**src/rtl/ir_field_stage_if.sv**
```systemverilog
// Instruction-beat handshake bundle for the IR field stage.
// The upstream fetch side and the downstream decode consumers share one interface instance.
interface ir_field_stage_if;
    logic        in_valid;
    logic        in_ready;
    logic [15:0] in_instr;
    logic [15:0] in_pc;
    logic        out_valid;
    logic        out_ready;
    logic [15:0] out_instr;
    logic [15:0] out_pc;
    logic [3:0]  out_opcode;
    logic [2:0]  out_dr;
    logic [2:0]  out_sr1;
    logic [2:0]  out_sr2;
    logic [2:0]  out_imm_sel;
    logic [10:0] out_imm;
    logic        out_illegal;

    modport master (
        output in_valid, in_instr, in_pc, out_ready,
        input  in_ready, out_valid, out_instr, out_pc, out_opcode,
               out_dr, out_sr1, out_sr2, out_imm_sel, out_imm, out_illegal
    );

    modport slave (
        input  in_valid, in_instr, in_pc, out_ready,
        output in_ready, out_valid, out_instr, out_pc, out_opcode,
               out_dr, out_sr1, out_sr2, out_imm_sel, out_imm, out_illegal
    );
endinterface

```
**src/rtl/ir_field_stage.sv**
```systemverilog
// LC-3b instruction-register stage: 2-entry FIFO with decode-on-push and a
// registered head view, plus a saturating counter of downstream stall cycles.
module ir_field_stage #(
    parameter int STALL_CNT_W = 16
) (
    input  logic                   clk_50,
    input  logic                   reset,
    input  logic                   flush,
    ir_field_stage_if.slave        bus,
    output logic [STALL_CNT_W-1:0] stall_cnt
);

    typedef struct packed {
        logic [15:0] instr;
        logic [15:0] pc;
        logic [3:0]  opcode;
        logic [2:0]  dr;
        logic [2:0]  sr1;
        logic [2:0]  sr2;
        logic [2:0]  imm_sel;
        logic [10:0] imm;
        logic        illegal;
    } entry_t;

    entry_t [1:0]           slot_q, slot_d;
    entry_t                 out_q, out_d;
    entry_t                 in_dec;
    logic                   head_q, head_d;
    logic                   tail_q, tail_d;
    logic [1:0]             count_q, count_d;
    logic [STALL_CNT_W-1:0] stall_q, stall_d;
    logic                   push;
    logic                   pop;

    always_comb begin
        in_dec         = '0;
        in_dec.instr   = bus.in_instr;
        in_dec.pc      = bus.in_pc;
        in_dec.opcode  = bus.in_instr[15:12];
        in_dec.dr      = bus.in_instr[11:9];
        in_dec.sr1     = bus.in_instr[8:6];
        in_dec.sr2     = bus.in_instr[2:0];
        in_dec.illegal = (bus.in_instr[15:13] == 3'b101);
        case (bus.in_instr[15:12])
            4'b0001, 4'b0101, 4'b1001: begin
                // Register-mode ALU ops carry no immediate.
                if (bus.in_instr[5]) begin
                    in_dec.imm_sel = 3'd1;
                    in_dec.imm     = {6'b0, bus.in_instr[4:0]};
                end
            end
            4'b0010, 4'b0011, 4'b0110, 4'b0111: begin
                in_dec.imm_sel = 3'd2;
                in_dec.imm     = {5'b0, bus.in_instr[5:0]};
            end
            4'b0000, 4'b1110: begin
                in_dec.imm_sel = 3'd3;
                in_dec.imm     = {2'b0, bus.in_instr[8:0]};
            end
            4'b0100: begin
                if (bus.in_instr[11]) begin
                    in_dec.imm_sel = 3'd4;
                    in_dec.imm     = bus.in_instr[10:0];
                end
            end
            4'b1111: begin
                in_dec.imm_sel = 3'd5;
                in_dec.imm     = {3'b0, bus.in_instr[7:0]};
            end
            4'b1101: begin
                in_dec.imm_sel = 3'd6;
                in_dec.imm     = {7'b0, bus.in_instr[3:0]};
            end
            default: begin
                in_dec.imm_sel = 3'd0;
                in_dec.imm     = '0;
            end
        endcase
    end

    assign push = bus.in_valid && (count_q != 2'd2);
    assign pop  = (count_q != 2'd0) && bus.out_ready;

    always_comb begin
        slot_d  = slot_q;
        head_d  = head_q;
        tail_d  = tail_q;
        count_d = count_q;
        out_d   = out_q;
        if (flush) begin
            head_d  = 1'b0;
            tail_d  = 1'b0;
            count_d = 2'd0;
        end else begin
            if (push) begin
                slot_d[tail_q] = in_dec;
                tail_d         = ~tail_q;
            end
            if (pop) begin
                head_d = ~head_q;
            end
            count_d = count_q + {1'b0, push} - {1'b0, pop};
            // The head view is refreshed only when something remains, so an
            // empty stage keeps showing the last entry it presented.
            if (count_d != 2'd0) begin
                out_d = slot_d[head_d];
            end
        end
    end

    always_comb begin
        stall_d = stall_q;
        if ((count_q != 2'd0) && !bus.out_ready && (stall_q != {STALL_CNT_W{1'b1}})) begin
            stall_d = stall_q + 1'b1;
        end
    end

    always_ff @(posedge clk_50 or posedge reset) begin
        if (reset) begin
            slot_q  <= '0;
            out_q   <= '0;
            head_q  <= 1'b0;
            tail_q  <= 1'b0;
            count_q <= 2'd0;
            stall_q <= '0;
        end else begin
            slot_q  <= slot_d;
            out_q   <= out_d;
            head_q  <= head_d;
            tail_q  <= tail_d;
            count_q <= count_d;
            stall_q <= stall_d;
        end
    end

    assign bus.in_ready    = (count_q != 2'd2);
    assign bus.out_valid   = (count_q != 2'd0);
    assign bus.out_instr   = out_q.instr;
    assign bus.out_pc      = out_q.pc;
    assign bus.out_opcode  = out_q.opcode;
    assign bus.out_dr      = out_q.dr;
    assign bus.out_sr1     = out_q.sr1;
    assign bus.out_sr2     = out_q.sr2;
    assign bus.out_imm_sel = out_q.imm_sel;
    assign bus.out_imm     = out_q.imm;
    assign bus.out_illegal = out_q.illegal;
    assign stall_cnt       = stall_q;

endmodule

```
**src/flat_wrapper.sv**
```systemverilog
// flat-port wrapper written by rule: the top's interface ports become plain ports
module ir_field_stage_flat 
#(
    parameter int STALL_CNT_W = 16
)
  (clk_50, reset, flush, stall_cnt, bus_in_valid, bus_in_instr, bus_in_pc, bus_out_ready, bus_in_ready, bus_out_valid, bus_out_instr, bus_out_pc, bus_out_opcode, bus_out_dr, bus_out_sr1, bus_out_sr2, bus_out_imm_sel, bus_out_imm, bus_out_illegal);
  ir_field_stage_if bus_i ();
  input  logic clk_50;
  input  logic reset;
  input  logic flush;
  output logic [STALL_CNT_W-1:0] stall_cnt;
  input wire logic [$bits(bus_i.in_valid)-1:0] bus_in_valid;
  input wire logic [$bits(bus_i.in_instr)-1:0] bus_in_instr;
  input wire logic [$bits(bus_i.in_pc)-1:0] bus_in_pc;
  input wire logic [$bits(bus_i.out_ready)-1:0] bus_out_ready;
  output wire logic [$bits(bus_i.in_ready)-1:0] bus_in_ready;
  output wire logic [$bits(bus_i.out_valid)-1:0] bus_out_valid;
  output wire logic [$bits(bus_i.out_instr)-1:0] bus_out_instr;
  output wire logic [$bits(bus_i.out_pc)-1:0] bus_out_pc;
  output wire logic [$bits(bus_i.out_opcode)-1:0] bus_out_opcode;
  output wire logic [$bits(bus_i.out_dr)-1:0] bus_out_dr;
  output wire logic [$bits(bus_i.out_sr1)-1:0] bus_out_sr1;
  output wire logic [$bits(bus_i.out_sr2)-1:0] bus_out_sr2;
  output wire logic [$bits(bus_i.out_imm_sel)-1:0] bus_out_imm_sel;
  output wire logic [$bits(bus_i.out_imm)-1:0] bus_out_imm;
  output wire logic [$bits(bus_i.out_illegal)-1:0] bus_out_illegal;
  assign bus_i.in_valid = bus_in_valid;
  assign bus_i.in_instr = bus_in_instr;
  assign bus_i.in_pc = bus_in_pc;
  assign bus_i.out_ready = bus_out_ready;
  assign bus_in_ready = bus_i.in_ready;
  assign bus_out_valid = bus_i.out_valid;
  assign bus_out_instr = bus_i.out_instr;
  assign bus_out_pc = bus_i.out_pc;
  assign bus_out_opcode = bus_i.out_opcode;
  assign bus_out_dr = bus_i.out_dr;
  assign bus_out_sr1 = bus_i.out_sr1;
  assign bus_out_sr2 = bus_i.out_sr2;
  assign bus_out_imm_sel = bus_i.out_imm_sel;
  assign bus_out_imm = bus_i.out_imm;
  assign bus_out_illegal = bus_i.out_illegal;
  ir_field_stage #(.STALL_CNT_W(STALL_CNT_W)) u_core (.clk_50(clk_50), .reset(reset), .flush(flush), .bus(bus_i), .stall_cnt(stall_cnt));
endmodule
```
**config.mk**
```make
export PLATFORM = sky130hd
export DESIGN_NAME = ir_field_stage_flat
export DESIGN_NICKNAME = d
export VERILOG_FILES = /design/src/rtl/ir_field_stage_if.sv /design/src/rtl/ir_field_stage.sv /design/src/flat_wrapper.sv
export SDC_FILE = /design/constraint.sdc
export NUM_CORES = 1
export LEC_CHECK = 0
export BUFFER_PORTS_ARGS = -buffer_cell sky130_fd_sc_hd__buf_2
export CAP_MARGIN = 10
export CORE_MARGIN = 2
export CORE_UTILIZATION = 45
export CTS_CLUSTER_SIZE = 12
export DETAILED_ROUTE_END_ITERATION = 10
export SLEW_MARGIN = 20
export SYNTH_ARGS = -nofsm -noshare
export SYNTH_HDL_FRONTEND = slang
export SYNTH_SLANG_ARGS = --single-unit
```
**constraint.sdc**
```tcl
create_clock -name clk_50 -period 7.1 [get_ports clk_50]
set_input_delay 0.355 -clock clk_50 [delete_from_list [all_inputs] [get_ports clk_50]]
set_output_delay 0.355 -clock clk_50 [all_outputs]
set_load 0.03 [all_outputs]
```
==> impl_metrics.json, run 1 <==
{
  "outcome": "complete, no violations",
  "design.core.area_um2": 18800,
  "clkSlewWorstSetupHoldPaths_ps": 70,
  "routed_wire_length_per_instance_um": 17.0,
  "antenna_left": 0,
  "yosysWarningCount": 0,
  "synth_top_area_share_pct": 57.5,
  "internal_power_w": 0.00276,
  "die_w_um": 143,
  "layout-area-overhead-vs-synth_pct": 15.0,
  "worst_slew_margin_rel_pct": 26.4,
  "power_density_nw_per_um2": 475,
  "cts_hold_buffers": 0,
  "pwr-share-seq_pct": 39.7,
  "grt_setup_unrepaired": "no",
  "register_area_um2": 5000,
  "adder_and_majority_gate_portion_of_the_synthesized_area_pct": 0.431,
  "synth_edf_count": 0,
  "layout_commonest_cell": "sky130_fd_sc_hd__nand2_1",
  "place_hpwl_mm": 13.1,
  "clock_power_share_pct": 20.1,
  "design.die.area_um2": 20500,
  "synth_top_flop_cell": "sky130_fd_sc_hd__dfrtp_1",
  "synthXorXnorAreaFrac_pct": 2.17,
  "grt_first_pass_wirelength_mm": 36.1,
  "rows": 50,
  "route.vias.total": 6958,
  "finalSetupViolCount": 0,
  "max_slew.worst_pin.slew_ps": 1100,
  "fmax_mhz": 330,
  "yosys.area.top_type": "sky130_fd_sc_hd__dfrtp_1",
  "worst_setup_path_end_kind": "register",
  "grt_remaining_overflow": 0,
  "synth_area_um2": 8700,
  "portion_of_the_clock_cycle_consumed_by_the_worst_path_in_the_final_layout_pct": 42.6,
  "synth_simple_gate_area_share_pct": 20.3,
  "main_combinational_cell_family_by_area_after_synthesis": "simple AND/OR/NAND/NOR gates",
  "syn_avg_cell_area_um2": 9.12,
  "max-vdd-ir-drop_mv": 0.219,
  "critical_path.startpoint_type": "register",
  "num-fill-cells": 1763,
  "cp.arrival_ps": 3350,
  "count_of_mapped_cells_out_of_synthesis": 954,
  "grt_pass1_vias": 6621,
  "worst_hold_path_type": "in -> async",
  "clock_latency_ps": 430,
  "clock_tree_from_tritoncts": "done",
  "layout.core_utilization_pct": 53.1,
  "start_util_pct": 46.2,
  "ys_async_sr_fraction_pct": 100,
  "post-place-cells": 1274,
  "post-route-cell-area_um2": 10000,
  "fin_worst_skew_ps": 9.61,
  "wire_length_reported_by_the_detailed_router_mm": 22.2,
  "crit_required_ps": 7420,
  "layout.nets": 1073,
  "switching_share_pct": 42.0,
  "grt_start_max_net_pins": 120,
  "timing.critical_path.fanout_max": 67,
  "mux_contribution_to_synthesized_area_pct": 0.489,
  "cts_setup_buffers": 0,
  "synth-seq-area-share_pct": 57.5,
  "multi_input_gate_area_um2": 3420,
  "grt_antenna_before_repair": 0,
  "ctsHtreeMaxLevel": 4,
  "detailed_place.area_um2": 9430,
  "combinationalPowerShare_pct": 40.2,
  "drt-pass1-iter-count": 5,
  "drt_drc_violations_left": 0,
  "tritoncts.num_buffers": 17,
  "detailedRoute.firstIterationViolations": 443,
  "synthesis.nets": 994,
  "final_cell_mix": "sky130_fd_sc_hd__nand2_1, sky130_fd_sc_hd__dfrtp_1, sky130_fd_sc_hd__buf_2, sky130_fd_sc_hd__o21ai_0, sky130_fd_sc_hd__o22ai_1",
  "synth.ff_latch_count": 200,
  "maxCapViolCount": 0,
  "stdcell_count": 1306,
  "portBuffers": 114,
  "fin_tns_setup_ps": 0,
  "finalHoldViolCount": 0,
  "sw_power_w": 0.00200,
  "static-leakage-power_nw": 4.98,
  "final_layout_size_suffix_gt1_share_pct": 16.3,
  "synth_compound_area_share_pct": 15.6,
  "fp.dieH_um": 143,
  "cts_resized": 0,
  "hold_slack_ps": 112,
  "gr-usage-all-layers_pct": 22.6,
  "boundaryPins": 115,
  "buffer_levels_on_the_longest_clock_path": 2,
  "setup.worst_path.class": "reg -> reg",
  "vias_per_cell": 5.33,
  "gpl.final_weighted_congestion": 0.743,
  "distinct_cells_synth": 57,
  "timing.final.crit_period_ps": 3030,
  "n_antenna_cell": 0,
  "post_synth_main_area_contributors": "sky130_fd_sc_hd__dfrtp_1, sky130_fd_sc_hd__nand2_1, sky130_fd_sc_hd__o21ai_0, sky130_fd_sc_hd__o22ai_1, sky130_fd_sc_hd__o21ai_1",
  "final_max_slew_viol_count": 0,
  "tritoncts_num_sinks": 200,
  "ctsRootBufferMaster": "sky130_fd_sc_hd__clkbuf_16"
}
==> flip-flops by register name, indices dropped and copies added, names as in the netlist <==
register / flops
u_core.bus.out_sr1: 3
u_core.bus.out_imm_sel: 3
u_core.tail_q: 1
u_core.bus.out_pc: 16
u_core.slot_q: 120
u_core.count_q: 2
u_core.bus.out_dr: 3
u_core.bus.out_opcode: 4
u_core.bus.out_imm: 11
u_core.stall_cnt: 16
u_core.bus.out_sr2: 3
u_core.bus.out_illegal: 1
u_core.bus.out_instr: 16
u_core.head_q: 1
==> final timing paths <==
check / startpoint / endpoint / slack [ps] / cells past startpoint
setup / recovery: u_core.count_q[0]$_DFF_PP0_ / u_core.bus.out_imm[4]$_DFFE_PP0P_ / 4070 / 10
setup reg to reg: u_core.count_q[0]$_DFF_PP0_ / u_core.bus.out_imm[4]$_DFFE_PP0P_ / 4070 / 10
hold / removal: reset / u_core.bus.out_instr[3]$_DFFE_PP0P_ / 110 / 2
min in group clk_50: bus_in_pc[13] / u_core.slot_q[101]$_DFFE_PP0N_ / 130 / 3
hold reg to reg: u_core.bus.out_imm[5]$_DFFE_PP0P_ / u_core.bus.out_imm[5]$_DFFE_PP0P_ / 470 / 2
max in group asynchronous: reset / u_core.slot_q[39]$_DFFE_PP0N_ / 5780 / 3
==> final cells by class <==
type                       instances  share of cell area, %
sequential                       200                   50.0
clock inverter                     9                  0.888
clock buffer                      23                   4.88
multi-input combinational        683                   34.2
tap                              260                   3.25
timing repair buffer             123                   6.41
inverter                           8                  0.375
==> metrics by stage <==
step,power (W),setup slack [ps]
detailed placement,0.00383,4100
global route,0.00509,3830
global placement,0.00379,4180
floorplan,0.00327,1290
finish,0.00476,4070
CTS,0.00479,4050
==> worst max-delay path: stages, from the launching register on <==
cell and delay [ps]:
sky130_fd_sc_hd__dfrtp_1 480, sky130_fd_sc_hd__nor2b_1 470, sky130_fd_sc_hd__inv_1 160, sky130_fd_sc_hd__and2_1 200, sky130_fd_sc_hd__ha_1 200, sky130_fd_sc_hd__xor3_1 210
sky130_fd_sc_hd__nor2_1 70, sky130_fd_sc_hd__or2_2 270, sky130_fd_sc_hd__buf_4 370, sky130_fd_sc_hd__and2_0 270, sky130_fd_sc_hd__a31o_2 210
==> kinds of logic after synthesis <==
family	count (synthesis)
AND/OR/NAND/NOR	432
AO/OA/AOI/OAI	225
flip-flops	200
buffers and inverters	71
XOR/XNOR	19
multiplexers	4
adder cells (fa/ha/maj)	3
==> cell usage after synthesis, types with 3 or more instances <==
cell and n:
sky130_fd_sc_hd__o21a_1 3, sky130_fd_sc_hd__clkbuf_1 35, sky130_fd_sc_hd__and3_1 3, sky130_fd_sc_hd__xnor2_1 10, sky130_fd_sc_hd__o22ai_1 51, sky130_fd_sc_hd__nand2_1 358
sky130_fd_sc_hd__and4_1 3, sky130_fd_sc_hd__a211oi_1 3, sky130_fd_sc_hd__o31ai_1 9, sky130_fd_sc_hd__a21oi_1 6, sky130_fd_sc_hd__nor3b_1 3, sky130_fd_sc_hd__a21o_1 8
sky130_fd_sc_hd__buf_4 3, sky130_fd_sc_hd__dfrtp_1 200, sky130_fd_sc_hd__ha_1 3, sky130_fd_sc_hd__o21ai_0 70, sky130_fd_sc_hd__nand3_1 16, sky130_fd_sc_hd__nor3_1 4
sky130_fd_sc_hd__xor2_1 7, sky130_fd_sc_hd__nand2b_1 3, sky130_fd_sc_hd__inv_1 8, sky130_fd_sc_hd__nor2_1 15, sky130_fd_sc_hd__o21ai_1 46, sky130_fd_sc_hd__nand4_1 4
sky130_fd_sc_hd__nor2b_1 10, sky130_fd_sc_hd__buf_2 24, sky130_fd_sc_hd__a31oi_1 9
==> power by group through the flow <==
stage          Combinational [W]  Sequential [W]  Clock, W
4_1_cts                  0.00193         0.00189  0.000974
3_3_place_gp             0.00189         0.00190         0
3_5_place_dp             0.00192         0.00190         0
6_report                 0.00191         0.00189  0.000957
2_1_floorplan            0.00110         0.00217         0
5_1_grt                  0.00213         0.00194   0.00102
==> per-layer routing <==
layer  GRT usage, %  up-vias  wire, µm
li1               -     3386         -
met1           31.9     3386     10400
met2           36.1      170     10500
met3           4.23       16      1020
met4           6.25        0       192
met5              0        -         0
(Power assumes the default switching activity.)
==> run 2: changes to the inputs <==
--- a/config.mk
+++ b/config.mk
@@ -5,6 +5,7 @@
 export SDC_FILE = /design/constraint.sdc
 export NUM_CORES = 1
 export LEC_CHECK = 0
+export ABC_AREA = 1
 export BUFFER_PORTS_ARGS = -buffer_cell sky130_fd_sc_hd__buf_2
 export CAP_MARGIN = 10
 export CORE_MARGIN = 2
==> constraint.sdc (replaced) <==
create_clock -name clk_50 -period 2.9 [get_ports clk_50]
set_input_delay 0.145 -clock clk_50 [delete_from_list [all_inputs] [get_ports clk_50]]
set_output_delay 0.145 -clock clk_50 [all_outputs]
set_load 0.03 [all_outputs]
==> run 2 against run 1 <==
  * Final area is 11% higher
  * Critical path depth up 4
  * Core utilization down 0.38 points
  * Clock power grew to 2.6 times the previous value
  * Final cell count increased by 24%
  * Power rose by 150%
  * Non-clock buffer count grew 11
  * Count of clock-buffer cells in the layout is 3 lower
  * Sequential power is 120% higher
  * Routed wire length rose by 7.4%
  * Die area increased by 11%
  * Global-route usage decreased by 0.78 points
==> impl_metrics.json, run 2 <==
{
  "portBuffers": 114,
  "grt_pass1_vias": 7682,
  "fin_worst_skew_ps": 13.3,
  "place_ws_ps": 439,
  "clock_power_share_pct": 20.8,
  "internal_power_w": 0.00669,
  "worst_slew_margin_rel_pct": 43.6,
  "path_common_cell": "sky130_fd_sc_hd__inv_1",
  "design.die.area_um2": 22800,
  "crit_slowest_cell": "sky130_fd_sc_hd__dfrtp_1",
  "reg2reg_from": "u_core.count_q[0]$_DFF_PP0_",
  "synthTopCellsByCount": "sky130_fd_sc_hd__nand2_1, sky130_fd_sc_hd__dfrtp_1, sky130_fd_sc_hd__o21ai_0",
  "post-route-cell-area_um2": 11100,
  "combinationalPowerShare_pct": 43.3,
  "max-vdd-ir-drop_mv": 0.689,
  "crit_buf_inv": 6,
  "synth_top_area_share_pct": 51.6,
  "worst_hold_path_type": "in -> reg",
  "layout-area-overhead-vs-synth_pct": 14.6,
  "clock_latency_ps": 440,
  "synth_area_um2": 9710,
  "registers.top_by_ff_count": "u_core.slot_q",
  "finalSetupViolCount": 0,
  "static-leakage-power_nw": 5.39,
  "final_cell_mix": "sky130_fd_sc_hd__nand2_1, sky130_fd_sc_hd__dfrtp_1, sky130_fd_sc_hd__o21ai_0, sky130_fd_sc_hd__inv_1, sky130_fd_sc_hd__buf_2",
  "tritoncts_num_sinks": 200,
  "cts_resized": 0,
  "synth_edf_count": 0,
  "setup.worst_path.class": "reg -> reg",
  "worst_slack_setup_final_ps": 431,
  "num-fill-cells": 2048,
  "syn_avg_cell_area_um2": 7.75,
  "grt_remaining_overflow": 0,
  "design.core.area_um2": 21100,
  "tritoncts.num_buffers": 17,
  "clock_tree_from_tritoncts": "done",
  "synth.ff_latch_count": 200,
  "timing.critical_path.fanout_max": 35,
  "layout.nets": 1372,
  "grt_antenna_before_repair": 0,
  "sw_power_w": 0.00508,
  "hold_slack_ps": 88.2,
  "largest_register_ffs": 120,
  "route.vias.total": 8183,
  "routed_wire_length_per_instance_um": 14.7,
  "grt_setup_unrepaired": "no",
  "critPathMaxStageDelay_ps": 400,
  "maxCapViolCount": 0,
  "yosysWarningCount": 0,
  "start_util_pct": 46.0,
  "finalHoldViolCount": 0,
  "wire_length_reported_by_the_detailed_router_mm": 23.8,
  "switching_share_pct": 43.2,
  "boundaryPins": 115,
  "gr-usage-all-layers_pct": 21.9,
  "crit_required_ps": 3250,
  "clkSlewWorstSetupHoldPaths_ps": 70,
  "power_density_nw_per_um2": 1060,
  "antenna_left": 0,
  "path_delay_family": "buffers and inverters",
  "place_hpwl_mm": 15.2,
  "fin_tns_setup_ps": 0,
  "timing.hold.worst.start": "bus_in_instr[3]",
  "ctsHtreeMaxLevel": 4,
  "buffer_levels_on_the_longest_clock_path": 2,
  "yosys.area.top_type": "sky130_fd_sc_hd__dfrtp_1",
  "outcome": "complete, no violations",
  "fmax_mhz": 405,
  "final_max_slew_viol_count": 0,
  "count_of_mapped_cells_out_of_synthesis": 1252,
  "gpl.final_weighted_congestion": 0.804,
  "detailedRoute.firstIterationViolations": 507,
  "ctsRootBufferMaster": "sky130_fd_sc_hd__clkbuf_16",
  "cp.arrival_ps": 2820,
  "rows": 53,
  "n_antenna_cell": 0,
  "max_slew.worst_pin.slew_ps": 847,
  "drt_drc_violations_left": 0,
  "portion_of_the_clock_cycle_consumed_by_the_worst_path_in_the_final_layout_pct": 85.1,
  "final_layout_size_suffix_gt1_share_pct": 13.4,
  "detailed_place.area_um2": 10500,
  "drt-pass1-iter-count": 5,
  "synthesis.nets": 1292,
  "synth_top_flop_cell": "sky130_fd_sc_hd__dfrtp_1",
  "multi_input_gate_area_um2": 3860,
  "post_synth_main_area_contributors": "sky130_fd_sc_hd__dfrtp_1, sky130_fd_sc_hd__nand2_1, sky130_fd_sc_hd__o21ai_0, sky130_fd_sc_hd__inv_1, sky130_fd_sc_hd__nor2_1",
  "ys_async_sr_fraction_pct": 100,
  "grt_first_pass_wirelength_mm": 39.1,
  "die_w_um": 151,
  "grt_start_max_net_pins": 221,
  "synth.most_common_cell": "sky130_fd_sc_hd__nand2_1",
  "layout_commonest_cell": "sky130_fd_sc_hd__nand2_1",
  "fp.dieH_um": 151,
  "pwr-share-seq_pct": 35.8,
  "crit_path_cell_trace": "nor2_1 > inv_1 > nand2_2 > inv_1 > ha_1 > inv_1 > ha_1 > inv_1 > nor2_1 > inv_1 > nand2_2 > buf_4 > o21ai_0 > o21ai_1",
  "setup.worst_path.start": "u_core.count_q[0]$_DFF_PP0_",
  "critical_path.startpoint_type": "register",
  "register_area_um2": 5000,
  "vias_per_cell": 5.05,
  "cts_setup_buffers": 0,
  "distinct_cells_synth": 29,
  "synth-seq-area-share_pct": 51.6,
  "worst_setup_path_end_kind": "register",
  "timing.final.crit_period_ps": 2470
}
[run 2: area by class of cell]
| type | count | share of cell area (%) |
|---|---|---|
| clock buffer | 20 | 4.02 |
| clock inverter | 11 | 1.32 |
| inverter | 129 | 4.43 |
| multi-input combinational | 850 | 34.7 |
| sequential | 200 | 45.0 |
| tap | 275 | 3.09 |
| timing repair buffer | 134 | 7.42 |
[run 2: path summary, 6_finish.rpt]
path / to / slack, ps / cells past startpoint
min reg2reg: u_core.slot_q[13]$_DFFE_PP0N_ / 480 / 2
max in group asynchronous: u_core.bus.out_imm[5]$_DFFE_PP0P_ / 1680 / 4
min: u_core.slot_q[47]$_DFFE_PP0N_ / 90 / 5
max reg2reg: u_core.bus.out_instr[10]$_DFFE_PP0P_ / 430 / 14
max: u_core.bus.out_instr[10]$_DFFE_PP0P_ / 430 / 14
min in group asynchronous: u_core.slot_q[99]$_DFFE_PP0N_ / 330 / 3
[run 2: tightest hold or removal path: stages]
cell and delay [ps]:
sky130_fd_sc_hd__buf_2 90, sky130_fd_sc_hd__nand2_1 40, sky130_fd_sc_hd__o21ai_1 80, sky130_fd_sc_hd__nand2_1 50
sky130_fd_sc_hd__o21ai_0 70
[run 2: timing repair]
action,4_1_cts,5_1_grt
endpoints found under the hold margin,24,0
hold buffers,2,0
setup endpoints to repair,0,0
[run 2: cells by family after synthesis]
kind of cell             count (synthesis)  share of synthesized area [%]
AND/OR/NAND/NOR                        531                           21.6
flip-flops                             200                           51.6
adder cells (fa/ha/maj)                  3                          0.387
buffers and inverters                  202                           8.68
AO/OA/AOI/OAI                          298                           15.9
XOR/XNOR                                18                           1.82
[run 2: metal layers]
layer / wire length [µm] / part of all wire [%] / GRT usage (%)
met1: 11400 / 48 / 30.2
met2: 11100 / 47 / 35.9
met3: 977 / 4.1 / 4.04
met4: 260 / 1.1 / 5.14
met5: 0 / 0 / 0
[run 2: power groups by stage]
| stage | sequential, W | clock (W) | combinational [W] |
|---|---|---|---|
| finish | 0.00422 | 0.00245 | 0.00510 |
| global route | 0.00433 | 0.00262 | 0.00574 |
| CTS | 0.00423 | 0.00251 | 0.00516 |
| detailed placement | 0.00427 | 0 | 0.00514 |
| global placement | 0.00426 | 0 | 0.00505 |
| floorplan | 0.00503 | 0 | 0.00290 |
[run 2: stage by stage]
stage,total power [W],utilization [%],std cells
after floorplan,0.00793,-,1252
after global placement,0.00931,49.8,1586
after detailed placement,0.00942,49.8,1586
after CTS,0.0119,52.8,1619
after global routing,0.0127,52.8,1619
final,0.0118,52.8,1619
